### config.mk
export PLATFORM = sky130hd
export DESIGN_NAME = activation_arbiter
export DESIGN_NICKNAME = d
export VERILOG_FILES = /design/src/rtl/activation_pkg.sv /design/src/rtl/rr_arbiter.sv /design/src/rtl/activation_arbiter.sv
export SDC_FILE = /design/constraint.sdc
export NUM_CORES = 1
export LEC_CHECK = 0
export BUFFER_PORTS_ARGS = -buffer_cell sky130_fd_sc_hd__buf_2
export CAP_MARGIN = 0
export CORE_ASPECT_RATIO = 2
export CORE_MARGIN = 4
export CORE_UTILIZATION = 47
export DETAILED_ROUTE_END_ITERATION = 10
export HOLD_SLACK_MARGIN = 0.06
export PLACE_DENSITY = 0.86
export SETUP_SLACK_MARGIN = 0.15
export SLEW_MARGIN = 20
export SYNTH_ARGS = -nofsm -noshare
export SYNTH_HDL_FRONTEND = slang
export SYNTH_HIERARCHICAL = 1
export SYNTH_SLANG_ARGS = --single-unit
export TNS_END_PERCENT = 20
### constraint.sdc
create_clock -name clk -period 5.7 [get_ports clk]
set_input_delay 1.14 -clock clk [delete_from_list [all_inputs] [get_ports clk]]
set_output_delay 1.14 -clock clk [all_outputs]
set_load 0.005 [all_outputs]
### src/rtl/activation_pkg.sv
// Shared types and constants for the activation arbiter slice.
//   act_arb_state_t : transaction FSM states (IDLE -> LOOKUP -> RESP -> IDLE)
//   ACT_DATA_W      : operand/result width of the shared function_lookup
package activation_pkg;

    localparam int unsigned ACT_DATA_W = 16;

    typedef enum logic [1:0] {
        IDLE   = 2'd0,
        LOOKUP = 2'd1,
        RESP   = 2'd2
    } act_arb_state_t;

endpackage

### src/rtl/rr_arbiter.sv
// Combinational round-robin selector.
//   req          : per-requester request bits
//   last_grant   : index granted most recently; search starts one above it
//   grant_onehot : one-hot winner (all zero when no request)
//   grant_idx    : winner index (0 when no request)
module rr_arbiter #(
    parameter  int unsigned N_REQ = 4,
    localparam int unsigned ID_W  = $clog2(N_REQ)
) (
    input  logic [N_REQ-1:0] req,
    input  logic [ID_W-1:0]  last_grant,
    output logic [N_REQ-1:0] grant_onehot,
    output logic [ID_W-1:0]  grant_idx
);

    logic            found;
    logic [ID_W-1:0] cand;

    // Walk last_grant+1, last_grant+2, ... with wrap; first hit wins.
    always_comb begin
        grant_onehot = '0;
        grant_idx    = '0;
        found        = 1'b0;
        cand         = '0;
        for (int unsigned k = 1; k <= N_REQ; k++) begin
            cand = ID_W'((32'(last_grant) + k) % N_REQ);
            if (!found && req[cand]) begin
                found     = 1'b1;
                grant_idx = cand;
            end
        end
        grant_onehot[grant_idx] = found;
    end

endmodule

### src/rtl/activation_arbiter.sv
// Shares one function_lookup between N_REQ requesters, one transaction at a time.
//   clk, rst            : clock, synchronous active-high reset
//   req_valid/req_x     : per-requester operand handshake (req_x packed, lane i at [i*DATA_W +: DATA_W])
//   req_ready           : one-hot accept strobe, combinational in the accept cycle
//   lut_x/lut_x_valid   : operand held to function_lookup for LUT_LATENCY+1 cycles
//   lut_y               : function_lookup result
//   rsp_valid/rsp_id/rsp_y/rsp_ready : tagged response channel with backpressure
module activation_arbiter
    import activation_pkg::*;
#(
    parameter  int unsigned N_REQ       = 4,
    parameter  int unsigned DATA_W      = ACT_DATA_W,
    parameter  int unsigned LUT_LATENCY = 1,
    localparam int unsigned ID_W        = $clog2(N_REQ)
) (
    input  logic                     clk,
    input  logic                     rst,
    input  logic [N_REQ-1:0]         req_valid,
    input  logic [N_REQ*DATA_W-1:0]  req_x,
    output logic [N_REQ-1:0]         req_ready,
    output logic signed [DATA_W-1:0] lut_x,
    output logic                     lut_x_valid,
    input  logic signed [DATA_W-1:0] lut_y,
    output logic                     rsp_valid,
    output logic [ID_W-1:0]          rsp_id,
    output logic signed [DATA_W-1:0] rsp_y,
    input  logic                     rsp_ready
);

    localparam int unsigned CNT_W = (LUT_LATENCY > 0) ? $clog2(LUT_LATENCY + 1) : 1;

    act_arb_state_t            state, state_nxt;
    logic [N_REQ-1:0]          grant_onehot;
    logic [ID_W-1:0]           grant_idx;
    logic [ID_W-1:0]           last_grant;
    logic [ID_W-1:0]           id_reg;
    logic [CNT_W-1:0]          cnt;
    logic signed [DATA_W-1:0]  x_reg;
    logic signed [DATA_W-1:0]  y_reg;
    logic [DATA_W-1:0]         x_sel;
    logic                      accept;
    logic                      lookup_done;

    rr_arbiter #(.N_REQ(N_REQ)) u_rr (
        .req          (req_valid),
        .last_grant   (last_grant),
        .grant_onehot (grant_onehot),
        .grant_idx    (grant_idx)
    );

    assign x_sel       = req_x[32'(grant_idx) * DATA_W +: DATA_W];
    assign lookup_done = (state == LOOKUP) && (cnt == '0);

    // State register.
    always_ff @(posedge clk) begin
        if (rst) state <= IDLE;
        else     state <= state_nxt;
    end

    // Next state and accept strobe; no accept while rst so a request is never consumed by a reset cycle.
    always_comb begin
        state_nxt = state;
        req_ready = '0;
        accept    = 1'b0;
        unique case (state)
            IDLE: begin
                if (|req_valid && !rst) begin
                    req_ready = grant_onehot;
                    accept    = 1'b1;
                    state_nxt = LOOKUP;
                end
            end
            LOOKUP: begin
                if (cnt == '0) state_nxt = RESP;
            end
            RESP: begin
                if (rsp_ready) state_nxt = IDLE;
            end
            default: state_nxt = IDLE;
        endcase
    end

    // Operand/result/id capture and ROM latency countdown.
    always_ff @(posedge clk) begin
        if (rst) begin
            x_reg      <= '0;
            y_reg      <= '0;
            id_reg     <= '0;
            cnt        <= '0;
            last_grant <= ID_W'(N_REQ - 1);
        end else begin
            if (accept) begin
                x_reg      <= $signed(x_sel);
                id_reg     <= grant_idx;
                last_grant <= grant_idx;
                cnt        <= CNT_W'(LUT_LATENCY);
            end else if (state == LOOKUP && cnt != '0) begin
                cnt <= cnt - CNT_W'(1);
            end
            if (lookup_done) y_reg <= lut_y;
        end
    end

    // x_reg stays on lut_x through the whole lookup so x and the ROM word agree.
    assign lut_x       = x_reg;
    assign lut_x_valid = (state == LOOKUP);
    assign rsp_valid   = (state == RESP);
    assign rsp_id      = id_reg;
    assign rsp_y       = y_reg;

endmodule
-- After elaboration in Yosys (flattened, before gate mapping)
Cells that the tools add are included.
- register bits: 39
- output and inout bits: 40
- logic and storage cells: 68
- add/subtract/negate cells: 5
- magnitude comparators: 6
- eq/ne operators: 5
- shift operators: 1
- multiplexer cells: 28
- bitwise operators: 2
- reductions and logical operators: 15
- operators with widths (kind ; count):
    indexed part select 64 x 7 -> 16 bit ; 1
    less-than comparator 2 x 3 -> 1 bit (second input constant) ; 5
    2-to-1 mux 2 bit ; 7
    2-to-1 mux 1 bit ; 13
    binary-select mux 1 bit (select 2 bit) ; 4
    2-to-1 mux 4 bit ; 2
    logical AND 1 bit ; 7
    case mux 2 bit (3 select lines) ; 1
    adder 2 x 1 -> 2 bit (second input constant) ; 2
    adder 2 bit (second input constant) ; 2
    AND 4 bit ; 1
    zero test 1 bit ; 4
    inequality test 2 bit (second input constant) ; 2
    OR reduction 4 bit ; 1
    AND reduction 3 bit ; 1
    demux 1 bit (select 2 bit) ; 1
    == test 2 x 1 -> 1 bit (second input constant) ; 1
    == test 2 bit (second input constant) ; 1
    greater-or-equal comparator 2 x 1 -> 1 bit (second input constant) ; 1
    zero test 2 bit ; 1
    inequality test 2 x 1 -> 1 bit (second input constant) ; 1
    nonzero test 2 bit ; 1
    inverter 1 bit ; 1
    subtractor 1 bit (second input constant) ; 1

-- Depth between registers and ports, before layout
Gate-level depths: netlist of the first run.
- depth after elaboration: 20
- mapped depth: 9
- gate-level depth less buffers: 6

-- Modules after synthesis
Netlist of the first run, hierarchy kept.
- modules (own cells, without submodules) (module ; times used ; cells an instance ; area each (um^2) ; sequential area each (um^2)):
    activation_arbiter ; 1 ; 183 ; 1908.1 ; 780.7
    rr_arbiter ; 1 ; 33 ; 219.0 ; 0.0

-- Least setup slack after synthesis of the first run
OpenSTA, ideal clock, no wires.
- path kind: input to output
- from: input port req_valid[1]
- to: output port req_ready[0]
- arrival: 2.076 ns
- path slack: 2.484 ns
- cell stages on the path: 4
- buffers on the path: 2
- cells stage by stage: or4_4 -> buf_6 -> buf_8 -> and3_1
- word-level cells in the longest chain between the ends: 19
- elaborated cells on any way between the ends: 32
- those cells by class: order compare (2); mux (20); bitwise (1); reduce/logical (9)
- RTL lines (what ; RTL line ; source):
    start, declared ; activation_arbiter.sv:18 ; input logic [N_REQ-1:0] req_valid,
    binary-select mux 1 bit (select 2 bit) ; rr_arbiter.sv:27 ; if (!found && req[cand]) begin
    2-to-1 mux 1 bit (implied by the code) ; rr_arbiter.sv:27 ;
    2-to-1 mux 1 bit ; rr_arbiter.sv:27 ;
    zero test 1 bit ; rr_arbiter.sv:27 ;
    logical AND 1 bit ; rr_arbiter.sv:27 ;
    2-to-1 mux 1 bit ; rr_arbiter.sv:27 ;
    zero test 1 bit ; rr_arbiter.sv:27 ;
    logical AND 1 bit ; rr_arbiter.sv:27 ;
    [... 3 more ...] ; n/a ;
    2-to-1 mux 2 bit ; rr_arbiter.sv:27 ;
    less-than comparator 2 x 3 -> 1 bit (implied by the code) or greater-or-equal comparator 2 x 1 -> 1 bit (tied branches) ; rr_arbiter.sv:32 ; grant_onehot[grant_idx] = found;
    logical AND 1 bit (implied by the code) ; rr_arbiter.sv:32 ;
    2-to-1 mux 1 bit (implied by the code) ; rr_arbiter.sv:32 ;
    demux 1 bit (select 2 bit) ; n/a ;
    AND 4 bit (no source line) ; n/a ;
    2-to-1 mux 4 bit (*) ; activation_arbiter.sv:67 ; if (|req_valid && !rst) begin
    2-to-1 mux 4 bit (*) ; activation_arbiter.sv:65 ; unique case (state)
    end, declared ; activation_arbiter.sv:20 ; output logic [N_REQ-1:0] req_ready,
Mark *: on every way between the ends. The rest lies on a longest branch, timed or not. The select of a mux whose other input is x is not followed.

-- Final worst setup path of the first run
- from: input port rst
- to: output port req_ready[3]
- word-level cells in the longest chain between the ends: 4
- RTL lines (what ; RTL line ; source):
    start, declared ; activation_arbiter.sv:17 ; input logic rst,
    zero test 1 bit ; activation_arbiter.sv:67 ;
    logical AND 1 bit ; activation_arbiter.sv:67 ;
    2-to-1 mux 4 bit ; activation_arbiter.sv:67 ;
    2-to-1 mux 4 bit ; activation_arbiter.sv:65 ;
No other way between the ends.

==> metrics.md, run 1 <==
| Metric | Value |
|---|---|
| Status | `complete, no violations` |
| Number of cells on the worst reg-to-reg path | `7` |
| DP HPWL | `4460 microns` |
| Async set-reset flop share out of synthesis | `0%` |
| Post-synthesis compound-gate area fraction | `15.1%` |
| Critical path cell sequence | `buf_2 -> nor3_4 -> and3_1 -> buf_2` |
| Post-synthesis register bit count | `39` |
| Post-synth EDFFs | `0` |
| Post-DRT Antenna Nets | `0` |
| Worst path slowest cell | `nor3_4` |
| Top Family by Delay on Critical Path | `simple AND/OR/NAND/NOR gates` |
| Final Cycle Share | `64.1%` |
| Crit. End Element | `primary output` |
| Slew @ Worst Pin | `863 ps` |
| Routed vias | `2,110` |
| Drt drc | `0` |
| Num CTS Buffers | `5` |
| Chip width | `55.6 microns` |
| Synth area leader | `dfxtp_1` |
| Post-route minimum period | `3660 ps` |
| CP Class | `primary input to primary output` |
| Synth-to-layout area growth | `32.9%` |
| DR iter-0 viols | `44` |
| MaxCap Viol Count | `0` |
| Finished Core Util | `64.5%` |
| Final Hold Violating Endpoints | `0` |
| Setup violators final | `0` |
| Initial antenna violation count | `0` |
| Largest family of logic cells by synthesized area | `multiplexers` |
| Primary FF master, synth | `dfxtp_1` |
| First-pass iteration count of the detailed router | `4` |
| Ranking of synthesized cells by area | `dfxtp_1, mux4_2, mux2i_1` |
| Final TNS setup | `0 ps` |
| Synth top area share | `36.7%` |
| Syn Inst Count | `216` |
| Mean area per synthesized cell | `9.85 sq um` |
| Core footprint | `4380 sq um` |
| Starting density of the core | `48.5%` |
| Hold_buf cts | `0` |
| Final WS setup | `2040 ps` |
| Clock Tree Buf Depth | `2` |
| Pin count of the biggest net entering global routing | `42` |
| Slew HR | `42.0%` |
| Unrepaired setup endpoints after global routing | `false` |
| Worst path max stage delay | `690 ps` |
| Fin. max-slew vios | `0` |
| Seq/Total Area, Yosys | `36.7%` |
| Synthesized area | `2130 sq um` |
| Adder-cell area share of the yosys netlist | `0%` |
| Worst hold path depth | `2` |
| H-Tree Level Count | `2` |
| I/O pin cnt | `127` |
| CTS sink cnt | `39` |
| CP dominant cell by count | `buf_2` |
| CP Depth | `4` |
| Number of vias per cell | `5.48` |
| Synth Net Count | `303` |
| Global route overflow | `0` |
| Yosys cell types | `36` |
| WP data arrival | `2520 ps` |
| Worst slack, placed | `1760 ps` |
| First-pass GRT wire length | `8850 microns` |
| Clk_skew | `7.79 ps` |
| Die Height | `103 microns` |
| Clk Latency, worst-skew pair | `290 ps` |
| Share of layout cells above drive strength 1 | `48.3%` |
| F_max | `274 MHz` |
| Worst-path clk slew | `70 ps` |
| Hold Crit Class | `flip-flop to flip-flop` |
| Crit path buf inv count | `2` |
| Final net count | `417` |
| Full die area | `5730 sq um` |
| CTS tree | `yes` |
| Post-CTS Setup Bufs | `0` |
| Max rail drop VDD | `0.226 mV` |
| Pwr/cell area | `288 nW/um^2` |
| Post-CTS sizing | `0` |
| # port buffers | `126` |
| Leak | `1.33 nW` |
| Setup crit start kind | `primary input` |
| Diode count | `0` |
| Final Hold Slack | `477 ps` |
| GRT Overall Usage | `19.1%` |
| Gpl congestion | `0.752` |
| Xor/xnor share of the synthesized area | `0%` |
| WL per Instance | `14.7 microns` |
| Worst Hold Launch | `lut_x[3]` |
| R2R Path Start | `last_grant[1]` |
| Rows | `34` |
| Final WL | `5660 microns` |
| Simple-gate portion of the synthesized area | `14.8%` |
| Worst setup path startpoint | `rst` |
| Required time of the critical path | `4560 ps` |
| Syn. warnings | `6` |
| Multiplexer area fraction after synthesis | `24.9%` |
| Number of global-route vias before repair | `2,047` |
| CTS root buf | `clkbuf_8` |
| CP max FO | `41` |
## cells by family (layout without fill, tap and decap cells)
family	Yosys count	count (layout)
compound gates	57	57
flops	39	39
mux	33	33
simple gates	61	61
buf+inv	26	141
## state kept, by name, indices dropped and copies added (netlist names)
| register | count |
|---|---|
| last_grant | 2 |
| state | 2 |
| lut_x | 16 |
| rsp_id | 2 |
| cnt | 1 |
| rsp_y | 16 |
## area by class of cell
cell class                 instances  area, sq um
clock buffer                       6         82.6
timing repair buffer             129          653
clock inverter                     2         35.0
multi-input combinational        151         1190
sequential                        39          781
tap                               54         67.6
fill                             404         1550
inverter                           4         15.0
## layer usage
layer | GRT usage (%) | share of wire [%] | wire (microns) | up-vias
met5 | 0 | 0 | 0 | -
met4 | 9.74 | 2.9 | 163 | 0
met3 | 4.14 | 7.0 | 396 | 12
met2 | 35.8 | 54 | 3070 | 99
met1 | 19.7 | 36 | 2020 | 986
li1 | - | - | - | 1013
## tightest hold or removal path: cells and delay by family, from the launching register on
kind | cells | cell delay, ps
AOI/OAI and AO/OA | 2 | 120
DFF | 1 | 310
## synthesized netlist by cell type, types with 2 or more instances
library cell / number
a21oi_1: 23
o21ai_1: 6
clkbuf_2: 2
buf_4: 4
and3_1: 4
clkbuf_1: 3
dfxtp_1: 39
and2b_1: 2
nand3_1: 18
nand2_1: 2
o21bai_1: 2
buf_6: 5
mux4_2: 16
nor2b_1: 3
o21ai_0: 17
inv_1: 4
a211oi_1: 2
nor3_1: 3
buf_2: 5
mux2i_1: 17
nor2_1: 24
## final timing paths
check	end	slack [ps]
hold / removal	lut_x[3]	480
setup / recovery	req_ready[3]	2040
hold reg to reg	lut_x[3]	480
setup reg to reg	lut_x[9]	3460
## metrics by stage
step	instance area (sq um)	std cells	power (W)
2_1_floorplan	2130	216	0.000509
3_3_place_gp	2700	377	0.000581
3_5_place_dp	2700	377	0.000589
4_1_cts	2820	385	0.000823
5_1_grt	2830	385	0.000862
6_report	2830	385	0.000815
## power breakdown
part	switching [W]	leakage, nW	internal [W]
Combinational	0.000114	0.954	0.000138
Sequential	0.0000261	0.320	0.000303
Clock	0.0000924	0.0612	0.000142
Total	0.000232	1.33	0.000582
## placed cells by master (no fill, tap or decap), types with 2 or more instances in the layout
| cell | instances |
|---|---|
| nor2b_1 | 3 |
| o21bai_1 | 2 |
| nand3_1 | 18 |
| o21ai_1 | 6 |
| buf_4 | 3 |
| buf_2 | 126 |
| nand2_1 | 2 |
| and2b_1 | 2 |
| nor3_1 | 2 |
| clkbuf_8 | 6 |
| inv_1 | 4 |
| and3_1 | 4 |
| mux2i_1 | 17 |
| dfxtp_1 | 39 |
| a21oi_1 | 23 |
| nor2_1 | 24 |
| o21ai_0 | 17 |
| mux4_2 | 16 |
Note: power is estimated with default switching activity, not from simulation.
==> inputs of run 2 (changes only) <==
--- a/config.mk
+++ b/config.mk
@@ -9,10 +9,10 @@
 export CAP_MARGIN = 0
 export CORE_ASPECT_RATIO = 2
 export CORE_MARGIN = 4
-export CORE_UTILIZATION = 47
+export CORE_UTILIZATION = 39
 export DETAILED_ROUTE_END_ITERATION = 10
 export HOLD_SLACK_MARGIN = 0.06
-export PLACE_DENSITY = 0.86
+export PLACE_DENSITY = 0.76
 export SETUP_SLACK_MARGIN = 0.15
 export SLEW_MARGIN = 20
 export SYNTH_ARGS = -nofsm -noshare
==> constraint.sdc (replaced) <==
create_clock -name clk -period 3.1 [get_ports clk]
set_input_delay 0.62 -clock clk [delete_from_list [all_inputs] [get_ports clk]]
set_output_delay 0.62 -clock clk [all_outputs]
set_load 0.005 [all_outputs]
==> run 2 against run 1 <==
Compared with the run above: via count up 0.66%; final area up 1.3%; final cell count up 1.8%; worst setup slack worse by 1400 ps; sequential power up 84%; non-clock buffer count up 3; die area up 18%; critical endpoint is now req_ready[0]; count of clock-buffer cells in the layout unchanged.
==> metrics.md, run 2 (same netlist as run 1, synthesis figures left out) <==
| Metric | Value |
|---|---|
| I/O pin cnt | `127 (unchanged)` |
| Fill count | `526 (was 404)` |
| Met1 Use GR | `18.8% (was 19.7%)` |
| Finished Core Util | `54.7% (was 64.5%)` |
| GRT busiest layer | `met2 (unchanged)` |
| Unrepaired setup endpoints after global routing | `false (unchanged)` |
| Final net count | `420 (was 417)` |
| Diode count | `0 (unchanged)` |
| Required time of the critical path | `2480 ps (was 4560 ps)` |
| Cell area after layout | `2860 sq um (was 2830 sq um)` |
| F_max | `407 MHz` |
| Most common cell after layout, fill and taps aside | `buf_2 (unchanged)` |
| Core footprint | `5230 sq um (was 4380 sq um)` |
| Gpl congestion | `0.794 (was 0.752)` |
| Sequential Area | `781 sq um (unchanged)` |
| Crit. End Element | `primary output (unchanged)` |
| Share of layout cells above drive strength 1 | `48.5% (was 48.3%)` |
| Setup violators final | `0 (unchanged)` |
| CP max FO | `24 (was 41)` |
| Clock Tree Buf Depth | `2 (unchanged)` |
| Final WS setup | `640 ps (was 2040 ps)` |
| Hold_buf cts | `0 (unchanged)` |
| MaxCap Viol Count | `0 (unchanged)` |
| Pin count of the biggest net entering global routing | `41 (was 42)` |
| Routed vias | `2,124 (was 2,110)` |
| First-pass iteration count of the detailed router | `6 (was 4)` |
| Drt drc | `0 (unchanged)` |
| Clk Latency, worst-skew pair | `290 ps (about the same)` |
| Chip width | `60.2 microns (was 55.6 microns)` |
| First-pass GRT wire length | `9630 microns (was 8850 microns)` |
| Leak | `1.35 nW (was 1.33 nW)` |
| Max rail drop VDD | `0.509 mV (was 0.226 mV)` |
| Worst Hold Launch | `rsp_id[0] (was lut_x[3])` |
| CTS root buf | `clkbuf_8 (unchanged)` |
| Final Hold Violating Endpoints | `0 (unchanged)` |
| Synth-to-layout area growth | `34.6% (was 32.9%)` |
| Final WL | `6230 microns (was 5660 microns)` |
| Initial antenna violation count | `0 (unchanged)` |
| DR iter-0 viols | `68 (was 44)` |
| WL per Instance | `15.9 microns (was 14.7 microns)` |
| H-Tree Level Count | `2 (unchanged)` |
| Starting density of the core | `40.7% (was 48.5%)` |
| Final TNS setup | `0 ps (unchanged)` |
| Post-CTS Setup Bufs | `0 (unchanged)` |
| Rows | `37 (was 34)` |
| Post-route minimum period | `2460 ps` |
| R2R Path Start | `last_grant[1] (unchanged)` |
| Met2 Usage GRT | `32.9% (was 35.8%)` |
| Number of vias per cell | `5.42 (was 5.48)` |
| Full die area | `6770 sq um (was 5730 sq um)` |
| Post-DRT Antenna Nets | `0 (unchanged)` |
| Global route overflow | `0 (unchanged)` |
| Num CTS Buffers | `5 (unchanged)` |
| Hold Crit Class | `flip-flop to flip-flop (unchanged)` |
| Slew HR | `42.2% (was 42.0%)` |
| Slew @ Worst Pin | `860 ps (was 863 ps)` |
| Die Height | `112 microns (was 103 microns)` |
| Status | `complete, no violations (unchanged)` |
| Post-CTS sizing | `0 (unchanged)` |
| Worst slack, placed | `629 ps (was 1760 ps)` |
| Clk_skew | `9.81 ps (was 7.79 ps)` |
| # port buffers | `126 (unchanged)` |
| Worst setup path startpoint | `req_valid[1] (was rst)` |
| CTS sink cnt | `39 (unchanged)` |
| GR Util met3 | `2.88% (was 4.14%)` |
| Pwr/cell area | `547 nW/um^2 (was 288 nW/um^2)` |
| WP data arrival | `1840 ps (was 2520 ps)` |
| GRT Overall Usage | `18.7% (was 19.1%)` |
| CTS tree | `yes (unchanged)` |
| Footprint of the multi-input gates | `1190 sq um (about the same)` |
| Fin. max-slew vios | `0 (unchanged)` |
| CP Class | `primary input to primary output (unchanged)` |
| Cell Area, Placed | `2730 sq um (was 2700 sq um)` |
| Final Cycle Share | `79.4%` |
| Most frequent cells in the layout | `buf_2, dfxtp_1, nor2_1, a21oi_1, nand3_1 (unchanged)` |
| Worst-path clk slew | `80 ps (was 70 ps)` |
| Number of global-route vias before repair | `2,034 (was 2,047)` |
| Setup crit start kind | `primary input (unchanged)` |
==> run 2: cell types whose count changed in the layout (fill, tap and decap cells not counted), sizes merged <==
cell / delta
bufinv: +1
buf: +3
clkinv: -1
==> run 2: critical path, stage by stage <==
cell and delay, ps:
buf_2 160, or4_4 700, and3_1 230, buf_2 130
==> run 2: layer usage <==
layer	wire, microns	vias to the layer above
met4	365	0
met2	3480	85
met5	0	-
met1	2050	988
met3	332	26
li1	-	1025
==> run 2: worst paths after layout <==
kind / endpoint / slack [ps] / depth (start not counted)
setup / recovery: req_ready[0] / 640 / 4
hold / removal: rsp_id[0] / 480 / 2
setup reg to reg: lut_x[14] / 990 / 6
hold reg to reg: rsp_id[0] / 480 / 2
==> run 2: power by group <==
group / total, W / leakage [nW] / switching [W] / internal, W
Sequential: 0.000604 / 0.320 / 0.0000474 / 0.000557
Clock: 0.000497 / 0.0654 / 0.000175 / 0.000322
Combinational: 0.000465 / 0.968 / 0.000206 / 0.000259
Total: 0.00157 / 1.35 / 0.000428 / 0.00114
==> run 2: cell type report <==
cell class              instances  area share [%]
clock buffers                   6            2.53
clock inverters                 2            2.10
inverters                       4           0.524
multi-input cells             151            41.5
flip-flops and latches         39            27.3
well taps                      58            2.53
repair buffers                132            23.6
==> run 2: stage by stage <==
stage               cells  power (W)  hold slack, ps
finish                392    0.00157             476
global placement      384    0.00107             463
CTS                   392    0.00158             480
floorplan             216   0.000936             470
detailed placement    384    0.00109             472
global route          392    0.00166             517
